File: config.mk
export PLATFORM = sky130hd
export DESIGN_NAME = d_sram_axi_bridge
export DESIGN_NICKNAME = d
export VERILOG_FILES = /design/src/rtl/d_sram_axi_bridge.sv
export SDC_FILE = /design/constraint.sdc
export NUM_CORES = 1
export LEC_CHECK = 0
export ABC_AREA = 1
export ABC_CLOCK_PERIOD_IN_PS = 3500
export BUFFER_PORTS_ARGS = -buffer_cell sky130_fd_sc_hd__buf_2
export CORE_ASPECT_RATIO = 1.5
export CORE_MARGIN = 8
export CORE_UTILIZATION = 45
export DETAILED_ROUTE_END_ITERATION = 10
export GPL_TIMING_DRIVEN = 0
export PLACE_DENSITY = 0.83
export SLEW_MARGIN = 20
export SYNTH_ARGS = -nofsm -noshare
export SYNTH_HDL_FRONTEND = slang
export SYNTH_SLANG_ARGS = --single-unit
File: constraint.sdc
create_clock -name aclk -period 3.5 [get_ports aclk]
set_input_delay 0.175 -clock aclk [delete_from_list [all_inputs] [get_ports aclk]]
set_output_delay 0.175 -clock aclk [all_outputs]
set_load 0.01 [all_outputs]
File: src/rtl/d_sram_axi_bridge.sv
// Data-side SRAM-like to AXI bridge: turns one MEM-stage load/store into a single-beat
// AXI read or write, stalls the pipeline until it completes, and holds the result while frozen.
module d_sram_axi_bridge #(
   parameter logic [3:0] AXI_ID = 4'h1
) (
   input  logic        aclk,
   input  logic        aresetn,
   input  logic        data_en,
   input  logic [3:0]  data_wen,
   input  logic [1:0]  data_size,
   input  logic [31:0] data_addr,
   input  logic [31:0] data_wdata,
   output logic [31:0] data_rdata,
   output logic        d_stall,
   input  logic        all_stall,
   output logic [3:0]  arid,
   output logic [31:0] araddr,
   output logic [7:0]  arlen,
   output logic [2:0]  arsize,
   output logic [1:0]  arburst,
   output logic [1:0]  arlock,
   output logic [3:0]  arcache,
   output logic [2:0]  arprot,
   output logic        arvalid,
   input  logic        arready,
   input  logic [31:0] rdata,
   input  logic        rvalid,
   output logic        rready,
   output logic [3:0]  awid,
   output logic [31:0] awaddr,
   output logic [7:0]  awlen,
   output logic [2:0]  awsize,
   output logic [1:0]  awburst,
   output logic [1:0]  awlock,
   output logic [3:0]  awcache,
   output logic [2:0]  awprot,
   output logic        awvalid,
   input  logic        awready,
   output logic [31:0] wdata,
   output logic [3:0]  wstrb,
   output logic        wlast,
   output logic        wvalid,
   input  logic        wready,
   input  logic        bvalid,
   output logic        bready
);

   typedef enum logic [2:0] {IDLE, RADDR, RDATA, WADDR, WRESP} state_e;

   state_e      state_q, state_d;
   logic        finish_q, finish_d;
   logic [31:0] addr_q, addr_d;
   logic [31:0] wdata_q, wdata_d;
   logic [31:0] rdata_q, rdata_d;
   logic [1:0]  size_q, size_d;
   logic [3:0]  strb_q, strb_d;
   logic        aw_done_q, aw_done_d;
   logic        w_done_q, w_done_d;
   logic        req;
   logic        aw_hs;
   logic        w_hs;

   // finish blocks re-issue of the same instruction until the pipeline moves on
   assign req     = data_en & ~finish_q;
   assign d_stall = req;

   assign arid    = AXI_ID;
   assign awid    = AXI_ID;
   assign arlen   = '0;
   assign awlen   = '0;
   assign arburst = 2'b01;
   assign awburst = 2'b01;
   assign arlock  = '0;
   assign awlock  = '0;
   assign arcache = '0;
   assign awcache = '0;
   assign arprot  = '0;
   assign awprot  = '0;

   assign araddr  = addr_q;
   assign awaddr  = addr_q;
   assign arsize  = {1'b0, size_q};
   assign awsize  = {1'b0, size_q};
   assign wdata   = wdata_q;
   assign wstrb   = strb_q;

   assign arvalid = (state_q == RADDR);
   assign rready  = (state_q == RDATA);
   assign awvalid = (state_q == WADDR) & ~aw_done_q;
   assign wvalid  = (state_q == WADDR) & ~w_done_q;
   assign wlast   = wvalid;
   assign bready  = (state_q == WRESP);

   assign data_rdata = rdata_q;
   assign aw_hs      = awvalid & awready;
   assign w_hs       = wvalid & wready;

   always_comb begin
      state_d   = state_q;
      finish_d  = finish_q;
      addr_d    = addr_q;
      wdata_d   = wdata_q;
      rdata_d   = rdata_q;
      size_d    = size_q;
      strb_d    = strb_q;
      aw_done_d = aw_done_q;
      w_done_d  = w_done_q;

      if (finish_q && !all_stall) begin
         finish_d = 1'b0;
      end

      unique case (state_q)
         IDLE: begin
            if (req) begin
               addr_d    = data_addr;
               size_d    = data_size;
               strb_d    = data_wen;
               wdata_d   = data_wdata;
               aw_done_d = 1'b0;
               w_done_d  = 1'b0;
               state_d   = (data_wen == '0) ? RADDR : WADDR;
            end
         end
         RADDR: begin
            if (arready) begin
               state_d = RDATA;
            end
         end
         RDATA: begin
            if (rvalid) begin
               rdata_d  = rdata;
               finish_d = 1'b1;
               state_d  = IDLE;
            end
         end
         WADDR: begin
            // AW and W complete independently; leave once both have been accepted
            aw_done_d = aw_done_q | aw_hs;
            w_done_d  = w_done_q | w_hs;
            if (aw_done_d && w_done_d) begin
               aw_done_d = 1'b0;
               w_done_d  = 1'b0;
               state_d   = WRESP;
            end
         end
         WRESP: begin
            if (bvalid) begin
               finish_d = 1'b1;
               state_d  = IDLE;
            end
         end
         default: state_d = IDLE;
      endcase
   end

   always_ff @(posedge aclk or negedge aresetn) begin
      if (!aresetn) begin
         state_q   <= IDLE;
         finish_q  <= 1'b0;
         addr_q    <= '0;
         wdata_q   <= '0;
         rdata_q   <= '0;
         size_q    <= '0;
         strb_q    <= '0;
         aw_done_q <= 1'b0;
         w_done_q  <= 1'b0;
      end else begin
         state_q   <= state_d;
         finish_q  <= finish_d;
         addr_q    <= addr_d;
         wdata_q   <= wdata_d;
         rdata_q   <= rdata_d;
         size_q    <= size_d;
         strb_q    <= strb_d;
         aw_done_q <= aw_done_d;
         w_done_q  <= w_done_d;
      end
   end

endmodule

==> flow_summary.toml, run 1 <==
[layout]
fin_area_sq_um = 6953
drive_above_1_share = 0.5796
nets = 860
regArea_sq_um = 2703
area_growth_pct = 38.96
multi_input_area_sq_um = 1687
fill_cells = 933

[die]
die_h_um = 145.1
die_area_sq_um = 14820
core_area_sq_um = 10940
pin_count = 302
die_w_um = 102.1
initial_core_util = 0.4574
rows = 47

[pwr]
vdd_ir_drop_max_mv = 0.4113
pwr_density_cell_nw_per_um2 = 908.9
p_leak_nw = 4.104
finalPower_w = 0.006320

[cts]
cts_tree = "built"
post_cts_buffers = 0
clk_latency_ns = 0.33
cts-buffers-inserted = 9
ctsResizeCount = 0
clk_pin_slew_worst_paths_ns = 0.07
clkSinkCount = 108
cts_root_buffer = "clkbuf_16"
clock_path_buffers = 2
hold_buffers = 1
cts_max_level = 3

[worst_setup_path]
cp_slowest_stage_delay_ns = 0.39
crit_arrival_ns = 1.56
r2r_setup_slack_ns = 1.92
critPathCaptureType = "output port"
critPathKind = "flop to output port"
worstPathMaxFanout = 6
slowest_stage = "dfrtp_1"
cp-start-kind = "flop"
rr_worst_depth = 8
crit_required_ns = 3.32
crit_chain = "inv_1 > nor2_2 > nand2_1 > nor2_1 > buf_4 > buf_2"

[global_routing]
globalRoute.totalOverflow = 0
grt_pass1_vias = 4106
antenna_found_initial = 3
grt_pass1_wl_um = 21220
grt_max_degree = 67
grt_use_total = 0.1850

[route]
first_iter_violations = 99
drc = 0
viasPerCell = 4.321
wirelength_um = 13990
ant_nets = 0
vias = 3902
wl_per_cell_um = 15.49
first_pass_iters = 4

[synth]
synth-seq-area-share = 0.5401
ys_ff_latch = 108
synth_top_area_frac = 0.5401
synth_area_leader_cell = "dfrtp_1"
avgSynthCellArea_sq_um = 11.45
synth_area_leaders = "dfrtp_1 54%, buf_4 12%, mux2_4 12%"
synth.distinct_cells = 19
synthCells = 437
yosysWarnings = 0
synth_area_sq_um = 5004

[timing]
slew_viol_final = 0
setup_viol = 0
rsz0062_at_grt = "false"
tns_ns = 0
fin_worst_skew_ns = 0.01066
max_freq_ghz = 0.5763
hold_viol = 0
min_period_ns = 1.735
post-route-period-util = 0.4958

[job]
cap_viol_max_count = 0

[outcome]
status = "completed"

[place]
placedInstanceArea_sq_um = 6660
place.detailed.hpwl_um = 11610
port_buffers = 253
gp_congestion = 0.8241

[worst_hold_path]
hp-class = "input pin to flop"
hold_path_depth = 3
[flip-flops by register name, indices dropped and copies added (netlist names)]
| register | cells |
|---|---|
| size_q | 2 |
| state_q | 3 |
| wdata | 32 |
| w_done_q | 1 |
| finish_q | 1 |
| araddr | 32 |
| wstrb | 4 |
| aw_done_q | 1 |
| data_rdata | 32 |
[through the flow]
stage | util | hold slack (ns) | std cells | setup slack (ns)
global placement | 0.6058 | 0.3760 | 883 | 1.053
global route | 0.6357 | 0.02447 | 903 | 1.621
CTS | 0.6352 | 0.01076 | 901 | 1.721
floorplan | - | -0.1206 | 483 | 2.092
finish | 0.6357 | 0.03202 | 903 | 1.765
detailed placement | 0.6089 | 0.1240 | 884 | 1.916
[synthesized netlist by cell type]
master    number
nand2_1      118
dfrtp_1      108
buf_4         83
mux2_4        40
mux2_2        25
inv_1         13
nor2_1         9
buf_2          8
nand3_1        8
buf_6          6
o21ai_0        4
mux2_1         3
nor2_2         3
conb_1         2
inv_2          2
o21bai_1       2
nand2_2        1
nand4_1        1
o211ai_1       1
[cell families after synthesis]
family,synth area share
simple gates,0.1095
buf+inv,0.1573
flops,0.5401
mux,0.1830
compound gates,0.008502
other cells,0.001501
[final timing paths]
path / startpoint / end
min reg2reg: data_rdata[11] / data_rdata[11]
max in group asynchronous: aresetn / araddr[3]
min in group asynchronous: aresetn / data_rdata[20]
max: state_q[0] / wvalid
max reg2reg: state_q[1] / data_rdata[5]
min: rdata[31] / data_rdata[31]
[worst max-delay path: cells and delay by family, from the launching register on]
family / cells / cell delay (ns)
simple gates: 3 / 0.51
flops: 1 / 0.39
buf+inv: 3 / 0.32
[final cells by class]
class | count | share of cell area
repair buffers | 255 | 0.1884
clock buffers | 10 | 0.03293
clock inverters | 6 | 0.007018
diodes | 2 | 0.0007198
inverters | 15 | 0.008098
multi-input cells | 263 | 0.2426
plain buffers | 97 | 0.1051
well taps | 147 | 0.02645
flip-flops and latches | 108 | 0.3887
[power by group]
part           internal [W]  switching (W)
Combinational       0.00165        0.00149
Clock              0.000489       0.000444
Sequential          0.00187       0.000384
Total               0.00401        0.00231
[layer usage]
| layer | track usage | vias to the layer above | wire (um) |
|---|---|---|---|
| met5 | 0 | - | 8 |
| met4 | 0.1004 | 2 | 582 |
| met3 | 0.06226 | 39 | 1406 |
| met2 | 0.3354 | 192 | 7482 |
| met1 | 0.1733 | 1785 | 4509 |
| li1 | - | 1884 | - |
[cell usage in the layout (no fill, tap or decap), drive strengths merged]
cell	n
buf	351
clkinv	3
nand2	119
dlygate4sd3	1
dfrtp	108
conb	48
diode	2
nand4	1
mux2	68
o211ai	1
inv	16
clkbuf	10
nand3	8
clkinvlp	2
nor2	12
o21ai	4
o21bai	2
Power figures use the tool's default switching activity.
==> run 2, diff against run 1 <==
--- a/config.mk
+++ b/config.mk
@@ -6,14 +6,14 @@
 export NUM_CORES = 1
 export LEC_CHECK = 0
 export ABC_AREA = 1
-export ABC_CLOCK_PERIOD_IN_PS = 3500
+export ABC_CLOCK_PERIOD_IN_PS = 1800
 export BUFFER_PORTS_ARGS = -buffer_cell sky130_fd_sc_hd__buf_2
 export CORE_ASPECT_RATIO = 1.5
 export CORE_MARGIN = 8
-export CORE_UTILIZATION = 45
+export CORE_UTILIZATION = 44
 export DETAILED_ROUTE_END_ITERATION = 10
 export GPL_TIMING_DRIVEN = 0
-export PLACE_DENSITY = 0.83
+export PLACE_DENSITY = 0.81
 export SLEW_MARGIN = 20
 export SYNTH_ARGS = -nofsm -noshare
 export SYNTH_HDL_FRONTEND = slang
==> constraint.sdc (replaced) <==
create_clock -name aclk -period 1.8 [get_ports aclk]
set_input_delay 0.09 -clock aclk [delete_from_list [all_inputs] [get_ports aclk]]
set_output_delay 0.09 -clock aclk [all_outputs]
set_load 0.01 [all_outputs]
==> flow_summary.toml, run 2 (synthesis results as in run 1) <==
[die]
die_w_um = 103.1
pin_count = 302
rows = 47
initial_core_util = 0.4526
die_area_sq_um = 15110
die_h_um = 146.6
core_area_sq_um = 11060

[route]
viasPerCell = 4.428
drc = 0
ant_nets = 0
first_pass_iters = 4
first_iter_violations = 113
wirelength_um = 17510
wl_per_cell_um = 17.47
vias = 4437

[place]
place.detailed.hpwl_um = 11780
pre_cts_ws_ns = 0.2230
gp_congestion = 0.7495
dp.cells = 884
port_buffers = 253

[cts]
cts_root_buffer = "clkbuf_16"
post_cts_buffers = 0
clkSinkCount = 108
cts_max_level = 3
clk_latency_ns = 0.34
cts_tree = "built"
clock_path_buffers = 2
clk_pin_slew_worst_paths_ns = 0.07
cts-buffers-inserted = 9

[pwr]
p_seq_frac = 0.343
p_sw_w = 0.004874
clock_power_share = 0.158
p_leak_nw = 4.540
sw_frac_of_total = 0.3740
pwr_density_cell_nw_per_um2 = 1632
vdd_ir_drop_max_mv = 0.8349
internal_power_w = 0.008159
comb_power_share = 0.499

[layout]
area_growth_pct = 59.64
drive_above_1_share = 0.5147
layout_commonest_cell = "buf_2"
layout_common_cells = "260 x buf_2, 118 x nand2_1, 108 x dfrtp_1"
nets = 959
layout.cells.non_filler = 1002
final_util = 0.7225

[timing]
slew_viol_final = 0
rsz0062_at_grt = "false"
hold_viol = 0
setup_ws_ns = 0.1758
min_period_ns = 1.624
post-route-period-util = 0.9024
max_freq_ghz = 0.6157
setup_viol = 0
fin_worst_skew_ns = 0.01210

[worst_setup_path]
crit_arrival_ns = 1.53
critPathCaptureType = "output port"
critPathKind = "flop to output port"
cp.depth = 6
cp-start-kind = "flop"
cp_slowest_stage_delay_ns = 0.39
worst_path_most_repeated_cell = "nor2_2"
crit_required_ns = 1.71
slowest_stage = "dfrtp_1"
rr_worst_depth = 7
critPathBufInv = 3
crit_chain = "inv_1 > nor2_2 > nand2_1 > nor2_2 > buf_4 > buf_2"
worstPathMaxFanout = 6
cpLargestDelayFamily = "simple AND/OR/NAND/NOR gates"

[outcome]
status = "completed"

[worst_hold_path]
hold_path_depth = 3
hp-class = "input pin to flop"

[job]
cap_viol_max_count = 0

[global_routing]
grt_pass1_wl_um = 26340
grt_use_total = 0.2275
grt_max_degree = 63
globalRoute.totalOverflow = 0
grt_pass1_vias = 4983
antenna_found_initial = 2
## run 2: changes by cell type in the layout (fill, tap and decap cells not counted), sizes merged
cell | previous run | this run
clkinvlp | 2 | 1
clkinv | 3 | 1
dlygate4sd3 | 1 | 100
inv | 16 | 17
bufinv | 0 | 1
clkbuf | 10 | 11
## run 2: per-stage QoR
stage          area (sq um)  setup TNS, ns  hold WS [ns]  power, W
6_report               7988              0       0.03915   0.01303
3_5_place_dp           6660              0       0.05514   0.01063
5_1_grt                7988              0       0.01525   0.01378
3_3_place_gp           6626         -60.00        0.2894   0.01042
2_1_floorplan          5176              0       -0.2056  0.008121
4_1_cts                7980              0       0.01081   0.01290
## run 2: cell type report
| class | count | area (sq um) |
|---|---|---|
| clock inverter | 5 | 66.31 |
| multi-input combinational | 263 | 1689 |
| buffer | 97 | 730.7 |
| inverter | 15 | 56.30 |
| clock buffer | 11 | 252.7 |
| antenna | 2 | 5.005 |
| fill | 722 | 3068 |
| sequential | 108 | 2703 |
| tap | 147 | 183.9 |
| timing repair buffer | 354 | 2301 |
## run 2: repair_timing
action                                 4_1_cts  5_1_grt
hold buffers                               100        0
endpoints found under the hold margin      145        0
setup endpoints to repair                    0        1
gates resized for setup                      0        1
## run 2: power by group through the flow
stage                     clock (W)  sequential [W]  combinational, W
after floorplan                   0         0.00489           0.00323
after global placement            0         0.00437           0.00606
after detailed placement          0         0.00441           0.00621
after CTS                   0.00212         0.00439           0.00640
after global routing        0.00220         0.00458           0.00700
final                       0.00206         0.00447           0.00651
## run 2: path summary, 6_finish.rpt
check	startpoint	end	slack, ns
max	state_q[0]	wvalid	0.18
min	data_wen[3]	wstrb[3]	0.04
max reg2reg	state_q[1]	size_q[1]	0.20
min reg2reg	data_rdata[30]	data_rdata[30]	0.47
max in group asynchronous	aresetn	wdata[26]	0.89
min in group asynchronous	aresetn	araddr[0]	0.26
## run 2: worst register-to-register path: stages, from the launching register on
cell and delay (ns):
dfrtp_1 0.43, inv_2 0.10, nand2_2 0.06, nor2_2 0.11, nand2_1 0.12, buf_6 0.18, buf_6 0.17, mux2_4 0.32
## run 2: layer usage
metal	share of wire	routed length [um]	global-route usage
met4	0.040	705	0.1149
met3	0.096	1678	0.07425
met2	0.54	9429	0.4213
met1	0.33	5692	0.2101
met5	0	0	0
==> run 3, diff against run 2 <==
--- a/config.mk
+++ b/config.mk
@@ -13,7 +13,7 @@
 export CORE_UTILIZATION = 44
 export DETAILED_ROUTE_END_ITERATION = 10
 export GPL_TIMING_DRIVEN = 0
-export PLACE_DENSITY = 0.81
+export PLACE_DENSITY = 0.93
 export SLEW_MARGIN = 20
 export SYNTH_ARGS = -nofsm -noshare
 export SYNTH_HDL_FRONTEND = slang
==> flow_summary.toml, run 3 (synthesis results as in run 1) <==
[outcome]
status = "completed"

[worst_setup_path]
cp_slowest_stage_delay_ns = 0.40
worstReg2RegEnd = "wdata[15]"
worstPathMaxFanout = 6
worst_path_most_repeated_cell = "nor2_2"
r2r_setup_slack_ns = 0.19
crit_chain = "inv_1 > nor2_2 > nand2_1 > nor2_2 > buf_4 > buf_2"
slowest_stage = "dfrtp_1"
rr_worst_depth = 7
crit_arrival_ns = 1.59
cp-start-kind = "flop"
critPathKind = "flop to output port"
worstReg2RegStart = "state_q[1]"
critPathLaunch = "state_q[0]"
critPathCaptureType = "output port"
crit_required_ns = 1.71
endpoint = "wvalid"

[route]
first_pass_iters = 4
wirelength_um = 17960
viasPerCell = 4.496
wl_per_cell_um = 18.00
ant_nets = 0
drc = 0
vias = 4487
first_iter_violations = 140

[cts]
clk_latency_ns = 0.34
cts_tree = "built"
clk_pin_slew_worst_paths_ns = 0.07
cts_root_buffer = "clkbuf_16"
clock_path_buffers = 2
clkSinkCount = 108
cts-buffers-inserted = 9
cts_max_level = 3

[pwr]
internal_power_w = 0.007967
p_seq_frac = 0.349
comb_power_share = 0.506
sw_frac_of_total = 0.3801
vdd_ir_drop_max_mv = 0.8795
p_leak_nw = 4.509
p_sw_w = 0.004885
clock_power_share = 0.145
pwr_density_cell_nw_per_um2 = 1624

[worst_hold_path]
hp-class = "input pin to flop"
hold_path_depth = 2

[timing]
post-route-period-util = 0.9309
slew_viol_final = 0
fin_worst_skew_ns = 0.01077
max_freq_ghz = 0.5968
hold_viol = 0
min_period_ns = 1.676
setup_viol = 0

[layout]
area_growth_pct = 58.16
layout.cells.non_filler = 998
nets = 955
layout_commonest_cell = "buf_2"
fill_cells = 721
fin_area_sq_um = 7914
multi_input_area_sq_um = 1689
drive_above_1_share = 0.5165
regArea_sq_um = 2703
layout_common_cells = "260 x buf_2, 118 x nand2_1, 108 x dfrtp_1"

[global_routing]
grt_max_degree = 62
globalRoute.totalOverflow = 0
antenna_found_initial = 3
grt_pass1_vias = 5128
grt_pass1_wl_um = 27210
grt_use_total = 0.2336

[place]
placedInstanceArea_sq_um = 6660
port_buffers = 253
dp.cells = 884
place.detailed.hpwl_um = 12180
gp_congestion = 0.7953

[die]
pin_count = 302
die_w_um = 103.1
die_h_um = 146.6
die_area_sq_um = 15110
core_area_sq_um = 11060
initial_core_util = 0.4526
rows = 47

[job]
cap_viol_max_count = 0
-- run 3: cell types whose count changed in the layout (fill, tap and decap cells not counted) --
cell	previous run	this run
dlygate4sd3_1	100	96
clkinv_4	1	3
bufinv_16	1	0
clkbuf_8	2	1
clkinvlp_4	1	0
diode_2	2	3
inv_6	1	2
inv_8	1	0
-- run 3: what timing repair did --
| item | in CTS | in global routing |
|---|---|---|
| setup buffers | 0 | 0 |
| hold buffers | 96 | 0 |
| gates resized for setup | 0 | 1 |
| hold endpoints to repair | 142 | 0 |
| endpoints found under the setup margin | 0 | 1 |
-- run 3: worst min-delay path by stage --
stage,endpoint,startpoint,slack [ns]
2_1_floorplan,araddr[0],aresetn,-0.21
3_3_place_gp,data_rdata[4],rdata[4],0.29
3_5_place_dp,wdata[31],aresetn,0.06
4_1_cts,wdata[19],data_wdata[19],0.001
5_1_grt,wdata[19],data_wdata[19],0.008
6_report,wdata[19],data_wdata[19],0.03
-- run 3: final cells by class --
class | count | share of cell area
diodes | 3 | 0.0009486
clock inverters | 5 | 0.005534
well taps | 147 | 0.02324
inverters | 15 | 0.007115
clock buffers | 10 | 0.03020
repair buffers | 350 | 0.2857
flip-flops and latches | 108 | 0.3415
plain buffers | 97 | 0.09233
multi-input cells | 263 | 0.2134
-- run 3: power by group through the flow --
| stage | Sequential (W) | Combinational [W] | Clock, W |
|---|---|---|---|
| floorplan | 0.00489 | 0.00323 | 0 |
| global placement | 0.00433 | 0.00602 | 0 |
| finish | 0.00449 | 0.00650 | 0.00186 |
| CTS | 0.00440 | 0.00639 | 0.00192 |
| global route | 0.00461 | 0.00697 | 0.00200 |
| detailed placement | 0.00443 | 0.00621 | 0 |
-- run 3: per-stage QoR --
step	hold slack [ns]	utilization	power [W]	setup slack, ns	TNS [ns]
after floorplan	-0.2056	-	0.008121	0.3919	0
after global placement	0.2911	0.5994	0.01035	-0.5358	-56.66
after detailed placement	0.05693	0.6024	0.01064	0.1891	0
after CTS	0.001135	0.7149	0.01271	0.07457	0
after global routing	0.007692	0.7158	0.01359	-0.001763	-0.001763
final	0.02672	0.7158	0.01285	0.1243	0
-- run 3: per-layer routing --
metal,track usage,wire length (um),up-vias
met5,0,0,-
met4,0.1229,793,0
met3,0.07473,1644,58
met2,0.4294,9621,250
met1,0.2177,5904,2113
li1,-,-,2066
-- run 3: critical path: cells and delay by family, from the launching register on --
kind | cells | cell delay (ns)
and+or+nand+nor | 3 | 0.52
DFF | 1 | 0.40
buffers and inverters | 3 | 0.34
